File: src/rtl/photocell_conditioner_pkg.sv
// Shared photocell channel encodings and event levels, also used by the
// downstream person counter.
package photocell_conditioner_pkg;

  typedef enum logic [1:0] {
    ST_IDLE     = 2'b00,
    ST_CONF_BLK = 2'b01,
    ST_BLOCKED  = 2'b10,
    ST_CONF_CLR = 2'b11
  } chan_state_t;

  localparam logic PHOTO_EVENT = 1'b0;
  localparam logic PHOTO_IDLE  = 1'b1;

endpackage

File: src/rtl/photocell_conditioner_channel.sv
// One photocell: 2-flop synchroniser, debounce FSM, stuck-beam detector and
// registered active-low event pulse.
module photocell_conditioner_channel
  import photocell_conditioner_pkg::*;
#(
  parameter int DEBOUNCE_CYCLES = 4,
  parameter int DEBOUNCE_W      = 3,
  parameter int STUCK_CYCLES    = 1000,
  parameter int STUCK_W         = 10
) (
  input  logic clk,
  input  logic reset,
  input  logic raw,
  output logic photocell,
  output logic stuck
);

  localparam logic [DEBOUNCE_W-1:0] DEB_LAST  = DEBOUNCE_W'(DEBOUNCE_CYCLES - 1);
  localparam logic [DEBOUNCE_W-1:0] DEB_ONE   = DEBOUNCE_W'(1);
  localparam logic [STUCK_W-1:0]    STUCK_MAX = STUCK_W'(STUCK_CYCLES);
  localparam logic [STUCK_W-1:0]    STUCK_SET = STUCK_W'(STUCK_CYCLES - 1);

  logic                  sync1_reg;
  logic                  s_reg;
  chan_state_t           state_reg;
  logic [DEBOUNCE_W-1:0] cnt_reg;
  logic [STUCK_W-1:0]    stuck_cnt_reg;
  logic                  pulse_reg;
  logic                  stuck_reg;

  always_ff @(posedge clk) begin
    if (reset) begin
      sync1_reg     <= 1'b0;
      s_reg         <= 1'b0;
      state_reg     <= ST_IDLE;
      cnt_reg       <= '0;
      stuck_cnt_reg <= '0;
      pulse_reg     <= PHOTO_IDLE;
      stuck_reg     <= 1'b0;
    end else begin
      sync1_reg <= raw;
      s_reg     <= sync1_reg;
      pulse_reg <= PHOTO_IDLE;
      case (state_reg)
        ST_IDLE: begin
          if (s_reg) begin
            state_reg <= ST_CONF_BLK;
            cnt_reg   <= DEB_ONE;
          end
        end
        ST_CONF_BLK: begin
          if (!s_reg) begin
            state_reg <= ST_IDLE;
            cnt_reg   <= '0;
          end else if (cnt_reg == DEB_LAST) begin
            state_reg <= ST_BLOCKED;
            cnt_reg   <= '0;
            pulse_reg <= PHOTO_EVENT;
          end else begin
            cnt_reg <= cnt_reg + 1'b1;
          end
        end
        ST_BLOCKED: begin
          // Flag rises on the same edge the counter reaches STUCK_CYCLES.
          if (stuck_cnt_reg != STUCK_MAX) stuck_cnt_reg <= stuck_cnt_reg + 1'b1;
          if (stuck_cnt_reg >= STUCK_SET) stuck_reg <= 1'b1;
          if (!s_reg) begin
            state_reg <= ST_CONF_CLR;
            cnt_reg   <= DEB_ONE;
          end
        end
        ST_CONF_CLR: begin
          if (s_reg) begin
            state_reg <= ST_BLOCKED;
            cnt_reg   <= '0;
          end else if (cnt_reg == DEB_LAST) begin
            state_reg     <= ST_IDLE;
            cnt_reg       <= '0;
            stuck_cnt_reg <= '0;
            stuck_reg     <= 1'b0;
          end else begin
            cnt_reg <= cnt_reg + 1'b1;
          end
        end
        default: state_reg <= ST_IDLE;
      endcase
    end
  end

  assign photocell = pulse_reg;
  assign stuck     = stuck_reg;

endmodule

File: src/rtl/photocell_conditioner.sv
// Queue-counter front end: two independent photocell channels
// (index 0 = back/entrance, index 1 = front/exit).
module photocell_conditioner #(
  parameter int DEBOUNCE_CYCLES = 4,
  parameter int DEBOUNCE_W      = 3,
  parameter int STUCK_CYCLES    = 1000,
  parameter int STUCK_W         = 10
) (
  input  logic clk,
  input  logic reset,
  input  logic front_raw,
  input  logic back_raw,
  output logic front_photocell,
  output logic back_photocell,
  output logic front_stuck,
  output logic back_stuck
);

  logic [1:0] raw_vec;
  logic [1:0] pulse_vec;
  logic [1:0] stuck_vec;

  assign raw_vec = {front_raw, back_raw};

  generate
    for (genvar gi = 0; gi < 2; gi++) begin : g_chan
      photocell_conditioner_channel #(
        .DEBOUNCE_CYCLES(DEBOUNCE_CYCLES),
        .DEBOUNCE_W     (DEBOUNCE_W),
        .STUCK_CYCLES   (STUCK_CYCLES),
        .STUCK_W        (STUCK_W)
      ) u_chan (
        .clk      (clk),
        .reset    (reset),
        .raw      (raw_vec[gi]),
        .photocell(pulse_vec[gi]),
        .stuck    (stuck_vec[gi])
      );
    end
  endgenerate

  assign back_photocell  = pulse_vec[0];
  assign front_photocell = pulse_vec[1];
  assign back_stuck      = stuck_vec[0];
  assign front_stuck     = stuck_vec[1];

endmodule

File: config.mk
export PLATFORM = sky130hd
export DESIGN_NAME = photocell_conditioner
export DESIGN_NICKNAME = d
export VERILOG_FILES = /design/src/rtl/photocell_conditioner_pkg.sv /design/src/rtl/photocell_conditioner_channel.sv /design/src/rtl/photocell_conditioner.sv
export SDC_FILE = /design/constraint.sdc
export NUM_CORES = 1
export LEC_CHECK = 0
export BUFFER_PORTS_ARGS = -buffer_cell sky130_fd_sc_hd__buf_4
export CORE_UTILIZATION = 45
export CTS_BUF_LIST = sky130_fd_sc_hd__clkbuf_8
export DETAILED_ROUTE_END_ITERATION = 6
export PLACE_DENSITY_LB_ADDON = 0.15
export SLEW_MARGIN = 20
export SYNTH_ARGS = -nofsm -noshare
export SYNTH_HDL_FRONTEND = slang
export SYNTH_HIERARCHICAL = 1
export SYNTH_SLANG_ARGS = --single-unit
export TNS_END_PERCENT = 5
File: constraint.sdc
create_clock -name clk -period 4.55 [get_ports clk]
set_input_delay 0.91 -clock clk [delete_from_list [all_inputs] [get_ports clk]]
set_output_delay 0.91 -clock clk [all_outputs]
set_load 0.005 [all_outputs]
==> out/metrics.csv, run 1 <==
metric,value,unit
start_kind,flop,
place_inst,253,
clk_pin_slew_worst_paths,0.07,ns
dp_hpwl,2450,um
grt_max_degree,21,
holdPathEnd,g_chan[1].u_chan/s_reg$_SDFF_PP0_,
wirelength,3410,um
met3_usage,4.14,%
crit_arrival,2.10,ns
die_area,0.00436,mm2
htree_levels,2,
fmax,515,MHz
min_path_cells,1,
drive_gt1_share,9.86,%
critPathKind,flop to flop,
cp_slowest_cell,a2111oi_1,
fin_crit_sh,42.6,%
avgRoutedWirePerCell,13.1,um
ant_nets,0,
synth_top_cell_by_area,dfxtp_1,
rsz0062_at_grt,false,
clkSinkCount,38,
die_x,66.0,um
cp_top_family,simple AND/OR/NAND/NOR gates,
clkPwrFrac,43.5,%
met2_usage,27.3,%
worstReg2RegEnd,g_chan[0].u_chan/stuck_cnt_reg[8]$_SDFFE_PP0P_,
use_met1,22.9,%
r2r_cells,5,
avgSynthCellArea,8.82,um2
clk_latency,0.27,ns
gp_congestion,0.837,
synth_fp_nets,219,
hp-start,g_chan[1].u_chan/sync1_reg$_SDFF_PP0_,
post_cts_buffers,0,
hp-class,flop to flop,
reg2reg_slack,2.61,ns
ctsResizeCount,0,
synth_top_area_share,41.3,%
finalWorstPathRequiredPeriod,1.94,ns
cts_hold_buf,0,
slew_headroom,65.6,%
drtPass1Iterations,4,
cts_root_buf,clkbuf_8,
drc,0,
die_h,66.0,um
largest_reg_flops,20,
cp_num_buf_inv,0,
fin_tns_setup,0,ns
critical_path_peak_fanout,8,
path_cells,ha_1 -> or3b_1 -> a2111oi_1 -> xnor2_1 -> nor2_2,
first_iter_violations,102,
clock_tree.buffer_depth,2,
power_density,312,mW/mm2
antenna_found_initial,0,
rows,22,
worstReg2RegStart,g_chan[0].u_chan/cnt_reg[0]$_SDFFE_PP0P_,
power_leakage,0.719,nW
required,4.71,ns
finalClockSkew,0.00236,ns
yosys_warnings,6,
portBuffers,7,
core,0.00380,mm2
combPwrFrac,2.5,%
ios,8,
ys.flop_type,dfxtp_1,
grt_pass1_vias,1321,
start_util,48.5,%
pwr-share-seq,54.1,%
netlist_area,0.00184,mm2
tightest_slew,0.502,ns
synth_most_common_cell,dfxtp_1,
area_growth,8.96,%
synthTopCellsByCount,"dfxtp_1, nor2_1, a21oi_1, nand2_1, nand3_1",
synth_enable_flop_cells,0,
crit_path_end_kind,flop,
gr-usage-all-layers,17.3,%
slew_violations,0,
fin_cells,261,
ir_drop,240,uV
num_vias,1459,
cts_made_buffers,5,
hold_viol,0,
synth_seq_area_share,41.3,%
power_switching,124,uW
final-seq-area,761,um2
syn_inst,209,
fillers,345,
multiInputGateArea,992,um2
top_usage_layer,met2,
maxCapViolCount,0,
worst_path_largest_cell_delay,0.54,ns
ys_ff_latch,38,
netSwitchingFraction,19.9,%
vias_per_cell,5.59,
antenna_cells,0,
nets,222,
finalSetupViolCount,0,
grt_pass1_wl,5800,um
p_int,503,uW
synth_cell_types,42,
status,"finished, final reports clean",
synthTopCellsByArea,"dfxtp_1, xnor2_1, ha_1",
overflow,0,
cts_tree,yes,
ys_async_sr_fraction,0,%
per-stage QoR:
stage          power (mW)  hold WS (ns)  setup WS (ns)  util, %  instance area, um2
2_1_floorplan       0.358         0.409           2.69        -                1840
3_3_place_gp        0.361         0.423           2.52     50.0                1900
3_5_place_dp        0.362         0.427           2.50     50.0                1900
4_1_cts             0.635         0.444           2.61     52.9                2010
5_1_grt             0.651         0.454           2.45     52.9                2010
6_report            0.627         0.445           2.61     52.9                2010
cell type report:
cell class              count  area share (%)
clock inverters             3            1.99
flip-flops and latches     38            37.9
inverters                   9            1.68
multi-input cells         151            49.4
clock buffers               5            3.43
repair buffers              7            2.62
well taps                  48            2.99
layout by cell type, fill, tap and decap left out, types with 2 or more instances in the layout:
| cell | n |
|---|---|
| a2111oi_1 | 3 |
| a211o_1 | 2 |
| a211oi_1 | 6 |
| a21o_1 | 3 |
| a21oi_1 | 13 |
| and3_1 | 2 |
| and3b_1 | 4 |
| buf_4 | 7 |
| clkbuf_8 | 5 |
| clkinv_2 | 2 |
| dfxtp_1 | 38 |
| ha_1 | 6 |
| inv_1 | 9 |
| mux2i_1 | 2 |
| nand2_1 | 13 |
| nand2b_1 | 2 |
| nand3_1 | 13 |
| nand4_1 | 6 |
| nor2_1 | 18 |
| nor2_2 | 3 |
| nor2b_1 | 5 |
| nor3b_1 | 3 |
| o211ai_1 | 2 |
| o21ai_0 | 8 |
| o31ai_1 | 3 |
| or3_1 | 2 |
| or4_1 | 5 |
| xnor2_1 | 10 |
| xor2_1 | 3 |
logic make-up (layout without fill, tap and decap cells):
logic type               after synthesis  count (layout)  share of synthesized area (%)
AO/OA/AOI/OAI                         44              44                           16.0
buffers and inverters                 20              24                           4.89
AND/OR/NAND/NOR                       86              86                           26.5
flip-flops                            38              38                           41.3
adder cells (fa/ha/maj)                6               6                           4.07
multiplexers                           2               2                           1.09
XOR/XNOR                              13              13                           6.18
how the worst max path moves through the flow:
| stage | from | end | cells past startpoint | slack [ns] |
|---|---|---|---|---|
| detailed placement | reset | g_chan[1].u_chan/stuck_cnt_reg[2]$_SDFFE_PP0P_ | 4 | 2.50 |
| global placement | reset | g_chan[1].u_chan/stuck_cnt_reg[2]$_SDFFE_PP0P_ | 4 | 2.52 |
| global route | g_chan[1].u_chan/cnt_reg[1]$_SDFFE_PP0P_ | g_chan[1].u_chan/stuck_cnt_reg[8]$_SDFFE_PP0P_ | 5 | 2.45 |
| finish | g_chan[0].u_chan/cnt_reg[0]$_SDFFE_PP0P_ | g_chan[0].u_chan/stuck_cnt_reg[8]$_SDFFE_PP0P_ | 5 | 2.61 |
| CTS | g_chan[0].u_chan/cnt_reg[0]$_SDFFE_PP0P_ | g_chan[0].u_chan/stuck_cnt_reg[8]$_SDFFE_PP0P_ | 5 | 2.61 |
| floorplan | reset | g_chan[1].u_chan/stuck_cnt_reg[2]$_SDFFE_PP0P_ | 4 | 2.69 |
power by group through the flow:
stage / combinational [mW] / clock (mW) / sequential (mW)
after CTS: 0.0156 / 0.281 / 0.339
after floorplan: 0.0137 / 0 / 0.345
after global routing: 0.0172 / 0.295 / 0.339
after global placement: 0.0147 / 0 / 0.346
after detailed placement: 0.0154 / 0 / 0.347
final: 0.0154 / 0.273 / 0.339
routing by layer:
metal	part of all wire, %	vias up
met2	46	16
met4	0.64	0
li1	-	751
met1	52	690
met5	0	-
met3	2.1	2
No activity file was read; power rests on OpenSTA's default activity.
==> run 2: changes to the inputs <==
--- a/config.mk
+++ b/config.mk
@@ -5,6 +5,7 @@
 export SDC_FILE = /design/constraint.sdc
 export NUM_CORES = 1
 export LEC_CHECK = 0
+export ABC_AREA = 1
 export BUFFER_PORTS_ARGS = -buffer_cell sky130_fd_sc_hd__buf_4
 export CORE_UTILIZATION = 45
 export CTS_BUF_LIST = sky130_fd_sc_hd__clkbuf_8
==> constraint.sdc (replaced) <==
create_clock -name clk -period 2 [get_ports clk]
set_input_delay 0.4 -clock clk [delete_from_list [all_inputs] [get_ports clk]]
set_output_delay 0.4 -clock clk [all_outputs]
set_load 0.005 [all_outputs]
==> run 2 against run 1 <==
  * Global-route usage down 0.39 points
  * Register-to-register slack worse by 2.2 ns
  * Total power up 110%
  * Final area up 12%
  * Critical path depth up 3
  * Clock skew up 0.0026 ns
  * Area after synthesis up 12%
  * Sequential share of layout area down 4.1 points
  * Count of clock-buffer cells in the layout up 1
  * Critical path type unchanged
  * Combinational power rose to 2.8 times the previous value
  * Sequential cell count unchanged
  * Sequential power up 130%
==> out/metrics.csv, run 2 <==
metric,value,unit
status,"finished, final reports clean",
path_common_cell,nand2_2,
worst_path_largest_cell_delay,0.34,ns
htree_levels,2,
use_met1,23.4,%
slew_headroom,72.4,%
fin_tns_setup,0,ns
ant_nets,0,
pre_cts_ws,0.510,ns
ys_ff_latch,38,
finalSetupViolCount,0,
ys_async_sr_fraction,0,%
core,0.00438,mm2
crit_arrival,1.75,ns
crit_path_end_kind,flop,
clk_pin_slew_worst_paths,0.07,ns
cp_top_family,simple AND/OR/NAND/NOR gates,
synth_enable_flop_cells,0,
synth_cell_types,26,
fin_crit_sh,77.3,%
yosys_warnings,6,
grt_pass1_wl,6670,um
met2_usage,24.9,%
nets,327,
gr-usage-all-layers,16.9,%
top_usage_layer,met2,
avgSynthCellArea,6.77,um2
rows,24,
synth_seq_area_share,36.7,%
antenna_found_initial,0,
dpl_cell_area,0.00217,mm2
synth_top_area_share,36.7,%
final_cell_mix,"nand2_1, inv_1, nor2_1, dfxtp_1, nand3_1",
ir_drop,395,uV
dp_hpwl,2730,um
multiInputGateArea,0.00109,mm2
drive_gt1_share,14.2,%
synth_most_common_cell,nand2_1,
fmax,647,MHz
drtPass1Iterations,4,
power_density,591,mW/mm2
synthTopCellsByCount,"nand2_1, inv_1, nor2_1",
finalWorstPathRequiredPeriod,1.55,ns
largest_reg_flops,20,
antenna_cells,0,
clkSinkCount,38,
cp_slowest_cell,dfxtp_1,
synth_top_cell_by_area,dfxtp_1,
finalClockSkew,0.00496,ns
gp_congestion,0.793,
rsz0062_at_grt,false,
setup_slack,0.454,ns
power_leakage,0.972,nW
cts_root_buf,clkbuf_8,
fillers,452,
cts_tree,yes,
avgRoutedWirePerCell,10.1,um
die_area,0.00488,mm2
final-seq-area,761,um2
vias_per_cell,4.82,
path_cells,inv_1 -> ha_1 -> nand2_2 -> nor3_2 -> nand2_2 -> nand2_2 -> nand2_1 -> a21oi_1,
layout_commonest_cell,nand2_1,
cp_num_buf_inv,1,
ctsResizeCount,0,
tightest_slew,0.412,ns
grt_max_degree,22,
overflow,0,
synthTopCellsByArea,"dfxtp_1, nand2_1, inv_1",
num_vias,1774,
netlist_area,0.00207,mm2
post-route-cell-area,0.00225,mm2
hp-class,input pin to flop,
area_growth,8.58,%
start_kind,flop,
clock_tree.buffer_depth,2,
post_cts_buffers,0,
die_h,69.9,um
required,2.21,ns
ys.flop_type,dfxtp_1,
met3_usage,4.76,%
cts_hold_buf,0,
clk_latency,0.28,ns
ios,8,
maxCapViolCount,0,
slew_violations,0,
drc,0,
synth_fp_nets,316,
grt_pass1_vias,1574,
portBuffers,7,
cts_made_buffers,5,
syn_inst,306,
critical_path_peak_fanout,15,
start_util,47.3,%
critPathKind,flop to flop,
first_iter_violations,116,
wirelength,3700,um
die_x,69.9,um
hold_viol,0,
run 2: changes by cell type in the layout (fill, tap and decap cells not counted), sizes merged, moves of 7 or more:
| cell | before | now |
|---|---|---|
| nand3 | 13 | 28 |
| nor3 | 1 | 8 |
| nor2 | 21 | 53 |
| nand2 | 13 | 81 |
| xnor2 | 10 | 0 |
| inv | 9 | 49 |
run 2: metrics by stage:
step | power (mW) | utilization (%) | instances | hold WS [ns]
floorplan | 0.821 | - | 306 | 0.388
global placement | 0.834 | 49.4 | 362 | 0.398
detailed placement | 0.834 | 49.4 | 362 | 0.398
CTS | 1.36 | 51.3 | 368 | 0.305
global route | 1.39 | 51.3 | 368 | 0.304
finish | 1.33 | 51.3 | 368 | 0.315
run 2: kinds of logic (layout without fill, tap and decap cells):
family | after synthesis | count (layout) | share of synthesized area, %
DFF | 38 | 38 | 36.7
AOI/OAI and AO/OA | 31 | 31 | 8.94
and+or+nand+nor | 177 | 177 | 40.0
adders and majority gates | 6 | 6 | 3.62
buffers and inverters | 54 | 64 | 10.7
run 2: per-layer routing:
metal  up-vias  part of all wire, %
met5         -                    0
met4         0                  1.1
met3         4                  3.6
met2        22                   41
met1       772                   55
li1        976                    -
run 2: worst paths after layout:
path,from,end,slack (ns),cells after the start
max,g_chan[0].u_chan/stuck_cnt_reg[0]$_SDFFE_PP0P_,g_chan[0].u_chan/stuck_cnt_reg[3]$_SDFFE_PP0P_,0.45,8
min,back_raw,g_chan[0].u_chan/sync1_reg$_SDFF_PP0_,0.32,3
max reg2reg,g_chan[0].u_chan/stuck_cnt_reg[0]$_SDFFE_PP0P_,g_chan[0].u_chan/stuck_cnt_reg[3]$_SDFFE_PP0P_,0.45,8
min reg2reg,g_chan[0].u_chan/sync1_reg$_SDFF_PP0_,g_chan[0].u_chan/s_reg$_SDFF_PP0_,0.41,2
run 2: layout make-up:
type / count / share of cell area, %
Tap cell: 52 / 2.89
Inverter: 49 / 8.18
Clock buffer: 6 / 3.67
Timing Repair Buffer: 9 / 3.00
Multi-Input combinational cell: 214 / 48.4
Sequential cell: 38 / 33.8
run 2: power breakdown:
part / switching (mW) / internal [mW] / total, mW
Clock: 0.248 / 0.266 / 0.514
Combinational: 0.0273 / 0.0158 / 0.0432
Sequential: 0.00835 / 0.765 / 0.773
run 2: worst register-to-register path: stages, from the launching register on:
cell and delay (ns):
dfxtp_1 0.34, inv_1 0.10, ha_1 0.16, nand2_2 0.05, nor3_2 0.18, nand2_2 0.22, nand2_2 0.18, nand2_1 0.06
a21oi_1 0.17
==> run 3: changes to the inputs <==
==> constraint.sdc (replaced) <==
create_clock -name clk -period 1.4 [get_ports clk]
set_input_delay 0.28 -clock clk [delete_from_list [all_inputs] [get_ports clk]]
set_output_delay 0.28 -clock clk [all_outputs]
set_load 0.005 [all_outputs]
==> run 3 against run 2 <==
  * Sequential power up 42%
  * Final area grew 10%
  * Via count grew 4.8%
  * Setup slack worse by 0.43 ns
  * Non-clock buffer count increased by 13
  * Clock skew grew 0.0020 ns
  * First-iteration DRC count is 44% lower
  * Sequential share of layout area is 2.8 points lower
  * Combinational power is 71% higher
  * Total power rose by 58%
  * Largest power group unchanged
==> out/metrics.csv, run 3 (synthesis gave the netlist of run 2 again) <==
metric,value,unit
status,"finished, final reports clean",
largest_reg_flops,20,
num_vias,1860,
place_inst,374,
die_x,69.9,um
critical_path_peak_fanout,8,
area_growth,19.7,%
fin_hold_ws,0.183,ns
required,1.60,ns
portBuffers,7,
netSwitchingFraction,21.7,%
cts_root_buf,clkbuf_8,
clk_pin_slew_worst_paths,0.08,ns
fin_crit_sh,98.4,%
wirelength,4020,um
first_iter_violations,65,
rows,24,
hp-class,input pin to flop,
cts_made_buffers,5,
clkSinkCount,38,
overflow,0,
fmax,726,MHz
die_h,69.9,um
core,0.00438,mm2
p_int,1.65,mW
cts_tree,yes,
worstReg2RegStart,g_chan[0].u_chan/stuck_cnt_reg[1]$_SDFFE_PP0P_,
slew_headroom,73.2,%
grt_pass1_wl,6950,um
avgRoutedWirePerCell,10.5,um
finalClockSkew,0.00695,ns
power_density,847,mW/mm2
power_leakage,1.09,nW
power_switching,456,uW
rsz0062_at_grt,true,
clk_latency,0.30,ns
antenna_found_initial,0,
ant_nets,0,
cts_hold_buf,0,
r2r_cells,9,
pwr-share-seq,52.3,%
grt_max_degree,22,
crit_start,g_chan[0].u_chan/stuck_cnt_reg[1]$_SDFFE_PP0P_,
drc,0,
ios,8,
multiInputGateArea,0.00118,mm2
fillers,432,
nets,341,
hp-start,back_raw,
final-seq-area,771,um2
crit_arrival,1.57,ns
gp_congestion,0.814,
hold_viol,0,
drtPass1Iterations,4,
drive_gt1_share,25.3,%
gr-usage-all-layers,17.5,%
die_area,0.00488,mm2
clock_tree.buffer_depth,2,
finalWorstPathRequiredPeriod,1.38,ns
maxCapViolCount,0,
dp_hpwl,2790,um
start_util,47.3,%
fin_cells,384,
critPathKind,flop to flop,
start_kind,flop,
finalSetupViolCount,0,
clkPwrFrac,44.1,%
slew_violations,0,
htree_levels,2,
antenna_cells,0,
ir_drop,446,uV
layout_commonest_cell,nand2_1,
grt_pass1_vias,1643,
final_cell_mix,"nand2_1, inv_1, nor2_1, dfxtp_1, nand3_1",
min_path_cells,3,
fin_tns_setup,0,ns
combPwrFrac,3.5,%
vias_per_cell,4.84,
tightest_slew,0.401,ns
crit_path_end_kind,flop,
## run 3: changes by cell type in the layout (fill, tap and decap cells not counted), sizes merged
cell / change
buf: +13
clkbuf: -1
nand2: +1
clkinv: +2
bufinv: +1
## run 3: area by class of cell
class	instances	share of cell area, %
tap	52	2.62
clock buffer	5	2.77
clock inverter	3	1.61
timing repair buffer	22	6.96
inverter	49	7.51
multi-input combinational	215	47.5
sequential	38	31.1
## run 3: final timing paths
path                                                    end  slack, ns
max          g_chan[0].u_chan/stuck_cnt_reg[1]$_SDFFE_PP0P_       0.02
min reg2reg               g_chan[0].u_chan/s_reg$_SDFF_PP0_       0.40
max reg2reg  g_chan[0].u_chan/stuck_cnt_reg[1]$_SDFFE_PP0P_       0.02
min                   g_chan[0].u_chan/sync1_reg$_SDFF_PP0_       0.18
## run 3: per-stage QoR
step	instance area (um2)	total power [mW]	util, %	worst slack (ns)
after global placement	2260	1.20	51.5	0.00910
after CTS	2380	2.13	54.4	0.00223
after floorplan	2070	1.17	-	0.0755
after global routing	2480	2.19	56.6	-0.0639
after detailed placement	2260	1.20	51.5	-0.0379
final	2480	2.10	56.6	0.0220
## run 3: routing by layer
metal / wire length, um / part of all wire, % / global-route usage, %
met1: 2050 / 51 / 23.3
met2: 1780 / 44 / 26.7
met3: 102 / 2.5 / 4.47
met4: 81 / 2.0 / 7.56
met5: 0 / 0 / 0
## run 3: what timing repair did
| action | CTS | global route |
|---|---|---|
| setup endpoints to repair | 7 | 21 |
| pin swaps | 1 | 10 |
| gates resized for setup | 2 | 32 |
| setup buffers | 0 | 1 |
| cloned | 1 | 0 |
## run 3: power by group through the flow
| stage | Clock (mW) | Sequential, mW | Combinational [mW] |
|---|---|---|---|
| 6_report | 0.928 | 1.10 | 0.0739 |
| 5_1_grt | 1.01 | 1.10 | 0.0842 |
| 4_1_cts | 0.958 | 1.10 | 0.0732 |
| 3_5_place_dp | 0 | 1.13 | 0.0726 |
| 3_3_place_gp | 0 | 1.13 | 0.0722 |
| 2_1_floorplan | 0 | 1.12 | 0.0487 |
## run 3: critical path: stages, from the launching register on
cell and delay, ns:
dfxtp_4 0.37, inv_4 0.07, ha_4 0.13, nand2_4 0.05
nor3_4 0.24, nand2_4 0.13, nand2_4 0.13, nand2_2 0.06
nand2_2 0.06, nor2_1 0.04
